==> src/rtl/game_pkg.sv <==
// Shared types and constants for the script sequencer and the Game it drives.
package game_pkg;

  localparam int DEPTH          = 32;
  localparam int AW             = 5;
  localparam int STATE_W        = 5;
  localparam int ST_WIN         = 9;
  localparam int ST_LOSE_MOT    = 10;
  localparam int ST_LOSE_SCROLL = 13;

  typedef enum logic [1:0] {
    DEC_A = 2'b00,
    DEC_B = 2'b01,
    DEC_C = 2'b10,
    DEC_D = 2'b11
  } decision_t;

  typedef enum logic [1:0] {
    RES_NONE      = 2'b00,
    RES_WIN       = 2'b01,
    RES_LOSE      = 2'b10,
    RES_EXHAUSTED = 2'b11
  } result_t;

  typedef enum logic [2:0] {
    S_IDLE  = 3'd0,
    S_GRST  = 3'd1,
    S_PLAY  = 3'd2,
    S_DRAIN = 3'd3,
    S_FIN   = 3'd4
  } seq_state_t;

endpackage

==> src/rtl/game_script_sequencer_script_mem.sv <==
// Script storage: DEPTH x 2-bit register array, synchronous write, asynchronous read.
module script_mem #(
  parameter int DEPTH = game_pkg::DEPTH,
  parameter int AW    = game_pkg::AW
) (
  input  logic          clk,
  input  logic          wr_en,
  input  logic [AW-1:0] wr_addr,
  input  logic [1:0]    wr_data,
  input  logic [AW-1:0] rd_addr,
  output logic [1:0]    rd_data
);

  logic [1:0] mem_q [DEPTH];

  // One register per entry; an address with no matching entry writes nothing.
  generate
    for (genvar gi = 0; gi < DEPTH; gi++) begin : g_entry
      // Capture the decision when this entry is addressed by an enabled write.
      always_ff @(posedge clk) begin
        if (wr_en && (wr_addr == AW'(gi))) begin
          mem_q[gi] <= wr_data;
        end
      end
    end
  endgenerate

  assign rd_data = mem_q[rd_addr];

endmodule

==> src/rtl/game_script_sequencer.sv <==
// Plays a stored decision script into the Game FSM and reports how the run ended.
module game_script_sequencer #(
  parameter int DEPTH        = game_pkg::DEPTH,
  parameter int AW           = game_pkg::AW,
  parameter int STATE_W      = game_pkg::STATE_W,
  parameter int WIN_STATE    = game_pkg::ST_WIN,
  parameter int LOSE_STATE_A = game_pkg::ST_LOSE_MOT,
  parameter int LOSE_STATE_B = game_pkg::ST_LOSE_SCROLL
) (
  input  logic               clk,
  input  logic               reset,
  input  logic               wr_en,
  input  logic [AW-1:0]      wr_addr,
  input  logic [1:0]         wr_data,
  input  logic [AW:0]        script_len,
  input  logic               start,
  output logic               busy,
  output logic               done,
  output logic [1:0]         result,
  output logic [AW:0]        step_count,
  output logic               game_reset,
  output logic [1:0]         Decision,
  input  logic [STATE_W-1:0] game_state
);

  import game_pkg::*;

  localparam logic [AW:0] DEPTH_L = (AW+1)'(DEPTH);

  seq_state_t  state_q, state_d;
  logic [AW-1:0] ptr_q, ptr_d;
  logic [AW:0] len_q, len_d;
  logic [AW:0] step_q, step_d;
  result_t     result_q, result_d;

  logic        busy_c, done_c, grst_c;
  decision_t   dec_c;
  logic        mem_we;
  logic [1:0]  mem_rd;
  logic        term_win, term_lose;

  // Script is frozen for the whole run: writes land only while idle.
  assign mem_we = wr_en && (state_q == S_IDLE);

  script_mem #(.DEPTH(DEPTH), .AW(AW)) u_mem (
    .clk     (clk),
    .wr_en   (mem_we),
    .wr_addr (wr_addr),
    .wr_data (wr_data),
    .rd_addr (ptr_q),
    .rd_data (mem_rd)
  );

  assign term_win  = (game_state == STATE_W'(WIN_STATE));
  assign term_lose = (game_state == STATE_W'(LOSE_STATE_A)) ||
                     (game_state == STATE_W'(LOSE_STATE_B));

  // State and run bookkeeping registers.
  always_ff @(posedge clk) begin
    if (reset) begin
      state_q  <= S_IDLE;
      ptr_q    <= '0;
      len_q    <= '0;
      step_q   <= '0;
      result_q <= RES_NONE;
    end else begin
      state_q  <= state_d;
      ptr_q    <= ptr_d;
      len_q    <= len_d;
      step_q   <= step_d;
      result_q <= result_d;
    end
  end

  // Next-state and Moore-style outputs; the terminal check pre-empts issuing.
  always_comb begin
    state_d  = state_q;
    ptr_d    = ptr_q;
    len_d    = len_q;
    step_d   = step_q;
    result_d = result_q;
    busy_c   = 1'b0;
    done_c   = 1'b0;
    grst_c   = 1'b0;
    dec_c    = DEC_A;
    case (state_q)
      S_IDLE: begin
        if (start) begin
          if (script_len == '0) begin
            // Empty script: report exhausted without touching Game.
            result_d = RES_EXHAUSTED;
            step_d   = '0;
            state_d  = S_FIN;
          end else begin
            len_d    = (script_len > DEPTH_L) ? DEPTH_L : script_len;
            ptr_d    = '0;
            step_d   = '0;
            result_d = RES_NONE;
            state_d  = S_GRST;
          end
        end
      end
      S_GRST: begin
        busy_c  = 1'b1;
        grst_c  = 1'b1;
        state_d = S_PLAY;
      end
      S_PLAY: begin
        busy_c = 1'b1;
        if (term_win) begin
          result_d = RES_WIN;
          state_d  = S_FIN;
        end else if (term_lose) begin
          result_d = RES_LOSE;
          state_d  = S_FIN;
        end else begin
          dec_c = decision_t'(mem_rd);
          ptr_d = ptr_q + AW'(1);
          if (step_q != DEPTH_L) begin
            step_d = step_q + (AW+1)'(1);
          end
          if ({1'b0, ptr_q} == (len_q - (AW+1)'(1))) begin
            state_d = S_DRAIN;
          end
        end
      end
      S_DRAIN: begin
        // One idle cycle so Game's response to the last decision is seen.
        busy_c = 1'b1;
        if (term_win) begin
          result_d = RES_WIN;
        end else if (term_lose) begin
          result_d = RES_LOSE;
        end else begin
          result_d = RES_EXHAUSTED;
        end
        state_d = S_FIN;
      end
      S_FIN: begin
        done_c  = 1'b1;
        state_d = S_IDLE;
      end
      default: state_d = S_IDLE;
    endcase
  end

  assign busy       = busy_c;
  assign done       = done_c;
  assign game_reset = reset | grst_c;
  assign Decision   = dec_c;
  assign result     = result_q;
  assign step_count = step_q;

endmodule

==> config.mk <==
export PLATFORM = sky130hd
export DESIGN_NAME = game_script_sequencer
export DESIGN_NICKNAME = d
export VERILOG_FILES = /design/src/rtl/game_pkg.sv /design/src/rtl/game_script_sequencer_script_mem.sv /design/src/rtl/game_script_sequencer.sv
export SDC_FILE = /design/constraint.sdc
export NUM_CORES = 1
export LEC_CHECK = 0
export ABC_CLOCK_PERIOD_IN_PS = 2370
export BUFFER_PORTS_ARGS = -buffer_cell sky130_fd_sc_hd__buf_2
export CAP_MARGIN = 30
export CORE_ASPECT_RATIO = 1.4
export CORE_MARGIN = 2
export CORE_UTILIZATION = 53
export CTS_BUF_LIST = sky130_fd_sc_hd__clkbuf_16
export DETAILED_ROUTE_END_ITERATION = 16
export GPL_ROUTABILITY_DRIVEN = 0
export PLACE_DENSITY = 0.74
export SLEW_MARGIN = 5
export SYNTH_ARGS = -nofsm -noshare
export SYNTH_HDL_FRONTEND = slang
export SYNTH_SLANG_ARGS = --single-unit
==> constraint.sdc <==
create_clock -name clk -period 2.37 [get_ports clk]
set_input_delay 0.474 -clock clk [delete_from_list [all_inputs] [get_ports clk]]
set_output_delay 0.474 -clock clk [all_outputs]
set_load 0.02 [all_outputs]
==> reports/results.tsv <==
stage	metric	value	unit
pwr	power.density	721	mW/mm^2
critical_path	worstSetupStartpointType	register	
drt	vias	2817	
drt	vias_per_cell	5.91	
logic_synthesis	avgSynthCellArea	12.6	sq um
pwr	ir_drop	0.000476	V
finish	antennaDiodeCount	0	
sta	hold_violations	0	
finish	final_cell_area	0.00490	sq mm
sta	max_slew_margin	62.9	%
logic_synthesis	synth-seq-cells	91	
grt	grt_pass1_wl	14.3	mm
cts	htree_levels	3	
grt	grt_max_degree	33	
place	hpwl	5.97	mm
logic_synthesis	ys_types	55	
cts	clk_pin_slew	0.06	ns
logic_synthesis	syn-cell-area	0.00417	sq mm
grt	antenna_found_initial	0	
grt	gr-total-overflow	0	
sta	final-setup-viol-count	2	
finish	postLayoutCoreUtil	63.6	%
pwr	finalPower	0.00353	W
die	initial_core_util	54.1	%
finish	drive_gt1_share	24.9	%
finish	final_nets	398	
critical_path	worstPathRequired	1.90	ns
sta	rsz0062_at_grt	yes	
cts	clock-root-buffer	clkbuf_16	
drt	drt_iter0_drc	171	
cts	cts_made_buffers	9	
logic_synthesis	seq_area_frac_synth	59.1	%
die	ios	35	
drt	ant_nets	0	
status	run_status	finished, violations left	
drt	post-route-drc-count	0	
die	die_w	78.9	um
sta	worstMarginPinSlew	0.555	ns
sta	finalMaxSlewViolations	0	
die	chipHeight	109	um
sta	fin_ws	-0.162	ns
logic_synthesis	synth_area_leaders	edfxtp_1 46%, dfxtp_1 13%, mux4_2 7.6%	
status	violations	negative setup slack	
die	rows	38	
cts	clock-sinks	91	
grt	track_usage	22.2	%
hold_path	worstHoldPathType	primary input to register	
place	postPlaceCellArea	0.00443	sq mm
die	core	0.00770	sq mm
logic_synthesis	synth_commonest_cells	64 x edfxtp_1, 35 x nor2_1, 27 x dfxtp_1	
logic_synthesis	synthArstFlopShare	0	%
logic_synthesis	yosysTopAreaCellShare	46.1	%
place	portBuffers	34	
finish	area_growth	17.5	%
logic_synthesis	yosysMostFrequentCell	edfxtp_1	
critical_path	setup.worst_path.end_class	output port	
sta	fin_skew	0.00498	ns
die	fp.dieArea	0.00860	sq mm
finish	nFillCells	616	
critical_path	path_max_fanout	6	
drt	wl	8.64	mm
logic_synthesis	ys_warn_count	0	
logic_synthesis	synth_fp_nets	357	
logic_synthesis	synthFlopType	edfxtp_1	
cts	cts_tree	built	
sta	post-route-min-period	2.53	ns
cts	clk_latency	0.34	ns
cts	cts_hold_buf	0	
logic_synthesis	synth_top_area_cell	edfxtp_1	
critical_path	crit_type	register to output port	
cts	cts_buffer_depth	2	
sta	max_freq	395	MHz
pwr	leakage	1.61	nW
critical_path	cp.arrival	2.06	ns
grt	grt_pass1_vias	2894	
sta	fin_crit_sh	107	%
drt	dr.pass1.iters	4	
place	pre_cts_slack	0.124	ns
logic_synthesis	postSynthCellCount	331	
run	cap_violations	0	
logic_synthesis	synth_enable_flop_cells	64	
sta	hold-worst-slack	0.417	ns
drt	wl_per_cell	18.1	um
-- registers in the layout, indices dropped and copies added, names as in the netlist, named ones only --
register     count
u_mem.mem_q     64
len_q            6
step_count       6
ptr_q            5
state_q          3
result           2
-- power by group --
group / switching (W) / leakage (nW) / internal [W] / total [W]
logic: 0.000149 / 0.659 / 0.000113 / 0.000262
clock network: 0.000601 / 0.152 / 0.000930 / 0.00153
registers: 0.0000191 / 0.796 / 0.00172 / 0.00174
total: 0.000768 / 1.61 / 0.00276 / 0.00353
-- cell families after synthesis --
logic type                 share of synthesized area [%]
AOI/OAI and AO/OA                                   8.74
xor gates and xnor gates                            1.47
adders and majority gates                           1.20
buffers and inverters                               3.03
DFF                                                 59.1
muxes                                               9.01
and+or+nand+nor                                     17.5
-- cell usage in the layout, fill, tap and decap left out, drive strengths merged, types with 3 or more instances in the layout --
cell type and n:
ha 4, o31ai 5, a21oi 18, clkbuf 9, edfxtp 64, nor3 14
xor2 4, or3 6, nand2 23, xnor2 3, mux2i 6, nor2 35
dfxtp 27, a211oi 3, o21ai 6, mux4 14, nand3 10, nand2b 14
buf 46, nor4b 3, nand3b 11, or4 4, inv 11
-- critical path: stages (launching register included) --
cell and delay [ns]:
dfxtp_4 0.38, buf_12 0.13, mux4_2 0.50, nor3_1 0.21
a211oi_1 0.08, o2111a_1 0.28, buf_6 0.14
-- through the flow --
stage,setup TNS (ns),cells
finish,-0.254,477
global route,-0.401,477
CTS,-0.240,477
detailed placement,0,455
global placement,0,455
floorplan,0,331
-- worst paths after layout --
check / cells after the start / to / slack, ns / start
worst max-delay path: 6 / Decision[0] / -0.16 / register
worst min-delay path: 3 / len_q[2] / 0.42 / script_len[2]
worst max register to register: 4 / register / 0.43 / state_q[1]
worst min register to register: 2 / result[1] / 0.47 / result[1]
-- metal layers --
metal	vias up	global-route usage [%]	share of wire, %
met1	1355	24.7	37
met3	22	5.13	5.3
met4	0	9.85	2.9
met2	102	40.5	55
met5	-	0	0
li1	1338	-	-
-- layout make-up --
class | instances | area (sq um) | area share (%)
flip-flops and latches | 91 | 2470 | 50.4
multi-input cells | 214 | 1610 | 32.8
repair buffers | 46 | 334 | 6.82
clock buffers | 9 | 225 | 4.60
well taps | 100 | 125 | 2.56
clock inverters | 7 | 101 | 2.07
inverters | 10 | 37.5 | 0.767
-- what timing repair did --
action	CTS	global route
hold endpoints to repair	0	0
pin swaps	5	0
resized for setup	14	0
setup endpoints to repair	2	2
gates cloned	1	0
buffers inserted	5	0
(Power assumes the default switching activity.)
